$ cat src/rtl/reg_file_sb.sv
// Parametrised register file with registered multi-port reads,
// write-through bypass and a per-register pending-write scoreboard.
module reg_file_sb #(
   parameter int DATA_W   = 8,
   parameter int ADDR_W   = 3,
   parameter int NUM_RD   = 2,
   parameter bit ZERO_REG = 1'b0
) (
   input  logic                     clk,
   input  logic                     rst_n,
   input  logic                     reg_write,
   input  logic [ADDR_W-1:0]        write_addr,
   input  logic [DATA_W-1:0]        write_data,
   input  logic                     reserve_en,
   input  logic [ADDR_W-1:0]        reserve_addr,
   input  logic [NUM_RD-1:0]        read_en,
   input  logic [NUM_RD*ADDR_W-1:0] read_addr,
   output logic [NUM_RD*DATA_W-1:0] read_data,
   output logic [NUM_RD-1:0]        read_busy,
   output logic [2**ADDR_W-1:0]     busy_vec
);

   localparam int DEPTH = 2**ADDR_W;

   logic [DATA_W-1:0]        r_regs [DEPTH];
   logic [DEPTH-1:0]         r_busy;
   logic [NUM_RD*DATA_W-1:0] r_rd_data;
   logic [NUM_RD-1:0]        r_rd_busy;
   logic [DEPTH-1:0]         w_busy_nxt;
   logic                     w_wr_ok;
   logic                     w_rsv_ok;

   assign w_wr_ok  = reg_write &
                     ~(ZERO_REG & (write_addr == '0));
   assign w_rsv_ok = reserve_en &
                     ~(ZERO_REG & (reserve_addr == '0));

   // A new reservation outranks a completing write to the same register
   always_comb begin
      w_busy_nxt = r_busy;
      for (int r = 0; r < DEPTH; r++) begin
         if (w_rsv_ok && reserve_addr == ADDR_W'(r))
            w_busy_nxt[r] = 1'b1;
         else if (w_wr_ok && write_addr == ADDR_W'(r))
            w_busy_nxt[r] = 1'b0;
      end
   end

   always_ff @(posedge clk or negedge rst_n) begin
      if (!rst_n) begin
         for (int r = 0; r < DEPTH; r++)
            r_regs[r] <= '0;
         r_busy <= '0;
      end else begin
         if (w_wr_ok)
            r_regs[write_addr] <= write_data;
         r_busy <= w_busy_nxt;
      end
   end

   always_ff @(posedge clk or negedge rst_n) begin
      if (!rst_n) begin
         r_rd_data <= '0;
         r_rd_busy <= '0;
      end else begin
         for (int i = 0; i < NUM_RD; i++) begin
            if (read_en[i]) begin
               if (ZERO_REG &&
                   read_addr[i*ADDR_W +: ADDR_W] == '0) begin
                  r_rd_data[i*DATA_W +: DATA_W] <= '0;
                  r_rd_busy[i] <= 1'b0;
               end else begin
                  if (w_wr_ok && write_addr ==
                      read_addr[i*ADDR_W +: ADDR_W])
                     r_rd_data[i*DATA_W +: DATA_W] <= write_data;
                  else
                     r_rd_data[i*DATA_W +: DATA_W] <=
                        r_regs[read_addr[i*ADDR_W +: ADDR_W]];
                  r_rd_busy[i] <=
                     w_busy_nxt[read_addr[i*ADDR_W +: ADDR_W]];
               end
            end
         end
      end
   end

   assign read_data = r_rd_data;
   assign read_busy = r_rd_busy;
   assign busy_vec  = r_busy;

endmodule

$ cat config.mk
export PLATFORM = sky130hd
export DESIGN_NAME = reg_file_sb
export DESIGN_NICKNAME = d
export VERILOG_FILES = /design/src/rtl/reg_file_sb.sv
export SDC_FILE = /design/constraint.sdc
export NUM_CORES = 1
export LEC_CHECK = 0
export BUFFER_PORTS_ARGS = -buffer_cell sky130_fd_sc_hd__buf_2
export CELL_PAD_IN_SITES_DETAIL_PLACEMENT = 0
export CELL_PAD_IN_SITES_GLOBAL_PLACEMENT = 1
export CORE_UTILIZATION = 48
export DETAILED_ROUTE_END_ITERATION = 8
export PLACE_DENSITY = 0.87
export SYNTH_ARGS = -nofsm -noshare
export SYNTH_HDL_FRONTEND = slang
export SYNTH_SLANG_ARGS = --single-unit
$ cat constraint.sdc
create_clock -name clk -period 1.6 [get_ports clk]
set_input_delay 0.32 -clock clk [delete_from_list [all_inputs] [get_ports clk]]
set_output_delay 0.32 -clock clk [all_outputs]
set_load 0.02 [all_outputs]
; Word level (Yosys, flattened, before mapping)
; Cells that the tools add are included.
[word_totals]
regBits = 90
in_bits = 26
out_inout_bits = 26
[op_classes]
magnitude_cmp = 6
n_eq_ne = 16
mux = 31
n_bitwise = 3
n_reduce_logical = 21
[op_table]
columns = operator, n
row1 = 64-bit bitwise mux, 1
row2 = 8-bit two-way mux, 7
row3 = 8-bit binary-select mux with 3-bit select, 2
row4 = 8-bit demux with 3-bit select, 1
row5 = "3-bit equality test, second input constant", 8
row6 = 1-bit logical AND, 19
row7 = 1-bit two-way mux, 18
row8 = "3-bit by 2-bit equality test with 1-bit output, second input constant", 4
row9 = "4-bit >= comparator, second input constant", 3
row10 = 3-bit NOT with 4-bit output, 3
row11 = "3-bit by 4-bit < comparator with 1-bit output, second input constant", 2
row12 = 1-bit binary-select mux with 3-bit select, 2
row13 = "3-bit by 1-bit equality test with 1-bit output, second input constant", 2
row14 = 3-bit equality test, 2
row15 = 3-bit zero test, 2
row16 = "4-bit by 1-bit < comparator with 1-bit output, second input constant", 1

; Longest topological paths before layout
[depth]
depth_word = 6
mapped_depth = 7
depth_no_buf = 5

; Least setup slack after synthesis
; OpenSTA, ideal clock, no wires.
[synth_path]
path_type = input -> register
startpoint = in read_addr[0]
endpoint = reg r_rd_data[0], in the netlist read_data[0]
t_arrival_ps = 1639
t_required_ps = 1482
slack_ps = -158
path_stages = 6
n_path_buf = 2
path_cell_list = buf_2 > buf_2 > mux4_2 > mux2i_1 > a21oi_1 > a21o_1
[synth_via]
elab_chain_len = 5
[synth_lines]
columns = item, line_no
row1 = from (decl), 17  ; input logic [NUM_RD*ADDR_W-1:0] read_addr,
row2 = 3-bit NOT with 4-bit output (implied by the code), 78  ; r_regs[read_addr[i*ADDR_W +: ADDR_W]];
row3 = 8-bit binary-select mux with 3-bit select, 78
row4 = 8-bit two-way mux (implied by the code) (2 in series), 78
row5 = 8-bit two-way mux *, 73  ; if (w_wr_ok && write_addr ==
row6 = "to (signal, indexed assignment)", 75  ; r_rd_data[i*DATA_W +: DATA_W] <= write_data;
row7 = "to (signal, indexed assignment)", 77  ; r_rd_data[i*DATA_W +: DATA_W] <=
row8 = to (decl), 27  ; logic [NUM_RD*DATA_W-1:0] r_rd_data;
; Mark *: on every way between the ends. The rest lies on a longest branch, timed or not. The select of a mux whose other input is x is not followed.
; A chain may end at the register's enable or synchronous reset.

; Final worst setup path
[layout_path]
startpoint = reg r_regs[30] (netlist name)
endpoint = reg r_rd_data[6], in the netlist read_data[6]
[layout_via]
elab_chain_len = 4
[layout_lines]
columns = item, line_no
row1 = from (decl), 25  ; logic [DATA_W-1:0] r_regs [DEPTH];
row2 = "from (signal, indexed assignment)", 56  ; r_regs[write_addr] <= write_data;
row3 = 8-bit binary-select mux with 3-bit select, 78
row4 = 8-bit two-way mux (implied by the code) (2 in series), 78
row5 = 8-bit two-way mux, 73
; No other way between the ends. The select of a mux whose other input is x is not followed.

==> results.json <==
{
  "status": "complete, no violations",
  "slew_headroom_pct": 72.85,
  "min_to": "r_regs[28]",
  "synth_nets": 394,
  "detail_route.iter0.violations": 237,
  "period_share_pct": 86.88,
  "area_growth_pct": 18.66,
  "final_hold_viol_count": 0,
  "fp-row-count": 36,
  "crit_family": "multiplexers",
  "path_cells": "mux4_2 -> mux2i_1 -> a21oi_1 -> a21o_1",
  "place_congestion": 0.8044,
  "fp.dieH_um": 102.4,
  "ys_warn_count": 0,
  "final-max-slew-violation-count": 0,
  "start_util_pct": 49.54,
  "use_met1_pct": 33.06,
  "maxCapViolations": 0,
  "setup_violations": 0,
  "core_mm2": 0.009774,
  "grt_pass1_vias": 3362,
  "chipWidth_um": 102.4,
  "min_from": "write_data[4]",
  "die_area_mm2": 0.01049,
  "worstMarginPinSlew_ns": 0.4073,
  "ioPinCount": 52,
  "synth_edf_count": 0,
  "rr_worst_depth": 4,
  "num_vias": 3402,
  "grt_max_degree": 34,
  "antenna_cells": 0,
  "nNetsFinal": 467,
  "clockBufferDepth": 2,
  "cts_sinks": 90,
  "rsz0062_at_grt": "false",
  "startpoint_type": "flop",
  "n_fill_cell": 818,
  "first_pass_iters": 4,
  "synthArstFlopShare_pct": 100.0,
  "avgSynthCellArea_um2": 13.16,
  "drive_above_1_share_pct": 46.86,
  "p_per_area_mw_per_mm2": 1145,
  "period_needed_ns": 1.390,
  "min_path_type": "in -> reg",
  "cellLeakagePower_uw": 0.002655,
  "routed_wl_um": 12030,
  "grt_use_met2_pct": 39.90,
  "fmax_mhz": 719.4,
  "clk_pin_slew_ns": 0.10,
  "top_usage_layer": "met2",
  "antenna_found_initial": 0,
  "cp.arrival_ns": 1.66,
  "timing_worst_setup_path_type": "reg -> reg",
  "fin_skew_ns": 0.009234,
  "drc_errors": 0,
  "crit_path_end_kind": "flop",
  "post-dp-hpwl_um": 8121,
  "htreeDepth": 3,
  "reg2reg_slack_ns": 0.21,
  "insertion_delay_ns": 0.38,
  "ys_ff_latch": 90,
  "synthCells": 368,
  "holdPathStages": 3,
  "tns_ns": 0,
  "yosysSeqAreaShare_pct": 46.51,
  "tritoncts": "built",
  "cp_slowest_cell": "mux4_2",
  "cts_setup_buffers": 0,
  "via_per_inst": 5.876,
  "root_buffer": "clkbuf_8",
  "peakVddDrop_mv": 0.5473,
  "cts.repair.resized": 0,
  "grt_pass1_wl_um": 18250,
  "wl_per_cell_um": 20.78,
  "cts_buffers": 9,
  "gr-usage-met3_pct": 3.352,
  "ant_nets": 0,
  "regToRegStartpoint": "r_regs[30]",
  "portBuffers": 51,
  "synth_ff_type": "dfrtp_1",
  "critical-path-max-stage-delay_ns": 0.46,
  "crit_buf_inv": 0,
  "synth_area_mm2": 0.004842,
  "p_total_uw": 6579,
  "grt_overflow_total": 0,
  "reg2reg_to": "read_data[6]",
  "cp_max_fo": 3,
  "grtUsageTotal_pct": 24.55,
  "holdWs_ns": 0.2377,
  "required_ns": 1.87,
  "synth.distinct_cells": 41
}
synthesized netlist by cell type, types with 3 or more instances:
master / number / share of area, %
dfrtp_1: 90 / 47
mux2_2: 60 / 14
mux4_2: 32 / 15
nand2_1: 28 / 2.2
o21ai_0: 18 / 1.9
a21o_1: 16 / 2.5
a21oi_1: 16 / 1.7
mux2i_1: 16 / 3.3
inv_1: 12 / 0.93
buf_1: 10 / 0.78
clkbuf_1: 10 / 0.78
buf_2: 7 / 0.72
xnor2_1: 6 / 1.1
buf_6: 4 / 0.93
nor2b_1: 4 / 0.52
nand4_1: 3 / 0.39
nor2_1: 3 / 0.23
cell families after synthesis:
kind of cell / Yosys count / share of synthesized area [%]
AOI/OAI and AO/OA: 66 / 9.329
xor gates and xnor gates: 6 / 1.085
buffers and inverters: 46 / 4.445
DFF: 90 / 46.51
muxes: 108 / 32.14
and+or+nand+nor: 52 / 6.486
tightest hold or removal path, stage by stage:
cell and delay, ns:
buf_2 0.16, nand2_1 0.07, nand2_1 0.04
through the flow:
stage	util [%]	instance area (um2)	setup slack, ns	std cells
6_report	58.78	5746	0.2099	579
3_5_place_dp	56.59	5532	-0.1143	562
2_1_floorplan	-	4885	-0.001296	368
3_3_place_gp	56.59	5532	-0.07457	562
4_1_cts	58.78	5746	0.2067	579
5_1_grt	58.78	5746	0.1515	579
timing repair:
action | CTS | global route
setup endpoints to repair | 0 | 0
hold buffers | 1 | 0
endpoints found under the hold margin | 24 | 0
cell usage in the layout (no fill, tap or decap), types with 3 or more instances in the layout:
cell	instances
a21o_1	16
a21oi_1	16
buf_12	9
buf_2	50
buf_4	34
clkbuf_8	10
dfrtp_1	90
inv_1	12
mux2_2	60
mux2i_1	16
mux4_2	32
nand2_1	28
nand4_1	3
nor2_1	3
nor2b_1	4
o21ai_0	16
xnor2_1	6
flip-flops by register name, indices dropped and copies added, names as in the netlist:
| name | count |
|---|---|
| busy_vec | 8 |
| r_regs | 64 |
| read_busy | 2 |
| read_data | 16 |
layout make-up:
type | count | area (um2) | share of cell area (%)
repair buffers | 94 | 695.7 | 12.11
multi-input cells | 232 | 2375 | 41.33
flip-flops and latches | 90 | 2252 | 39.20
well taps | 133 | 166.4 | 2.896
clock buffers | 11 | 141.4 | 2.461
inverters | 14 | 52.55 | 0.9146
clock inverters | 5 | 62.56 | 1.089
report_power, final:
part           switching [uW]  total (uW)  leakage [uW]  internal, uW
logic                     827        1830       0.00146          1010
clock network             862        1640      0.000101           777
registers                 334        3110       0.00109          2770
worst max path at each step:
stage | from | end | depth (start not counted)
floorplan | write_addr[0] | read_busy[0] | 7
global route | r_regs[7] | read_data[15] | 4
CTS | r_regs[7] | read_data[7] | 4
global placement | write_addr[1] | read_busy[0] | 6
detailed placement | read_addr[3] | read_data[11] | 6
finish | r_regs[30] | read_data[6] | 4
routing by layer:
layer / vias up / share of wire, % / routed length, um
li1: 1512 / - / -
met1: 1763 / 42 / 5080
met2: 104 / 50 / 6065
met3: 23 / 5.0 / 598
met4: 0 / 2.4 / 287
met5: - / 0 / 0
(Power assumes the default switching activity.)
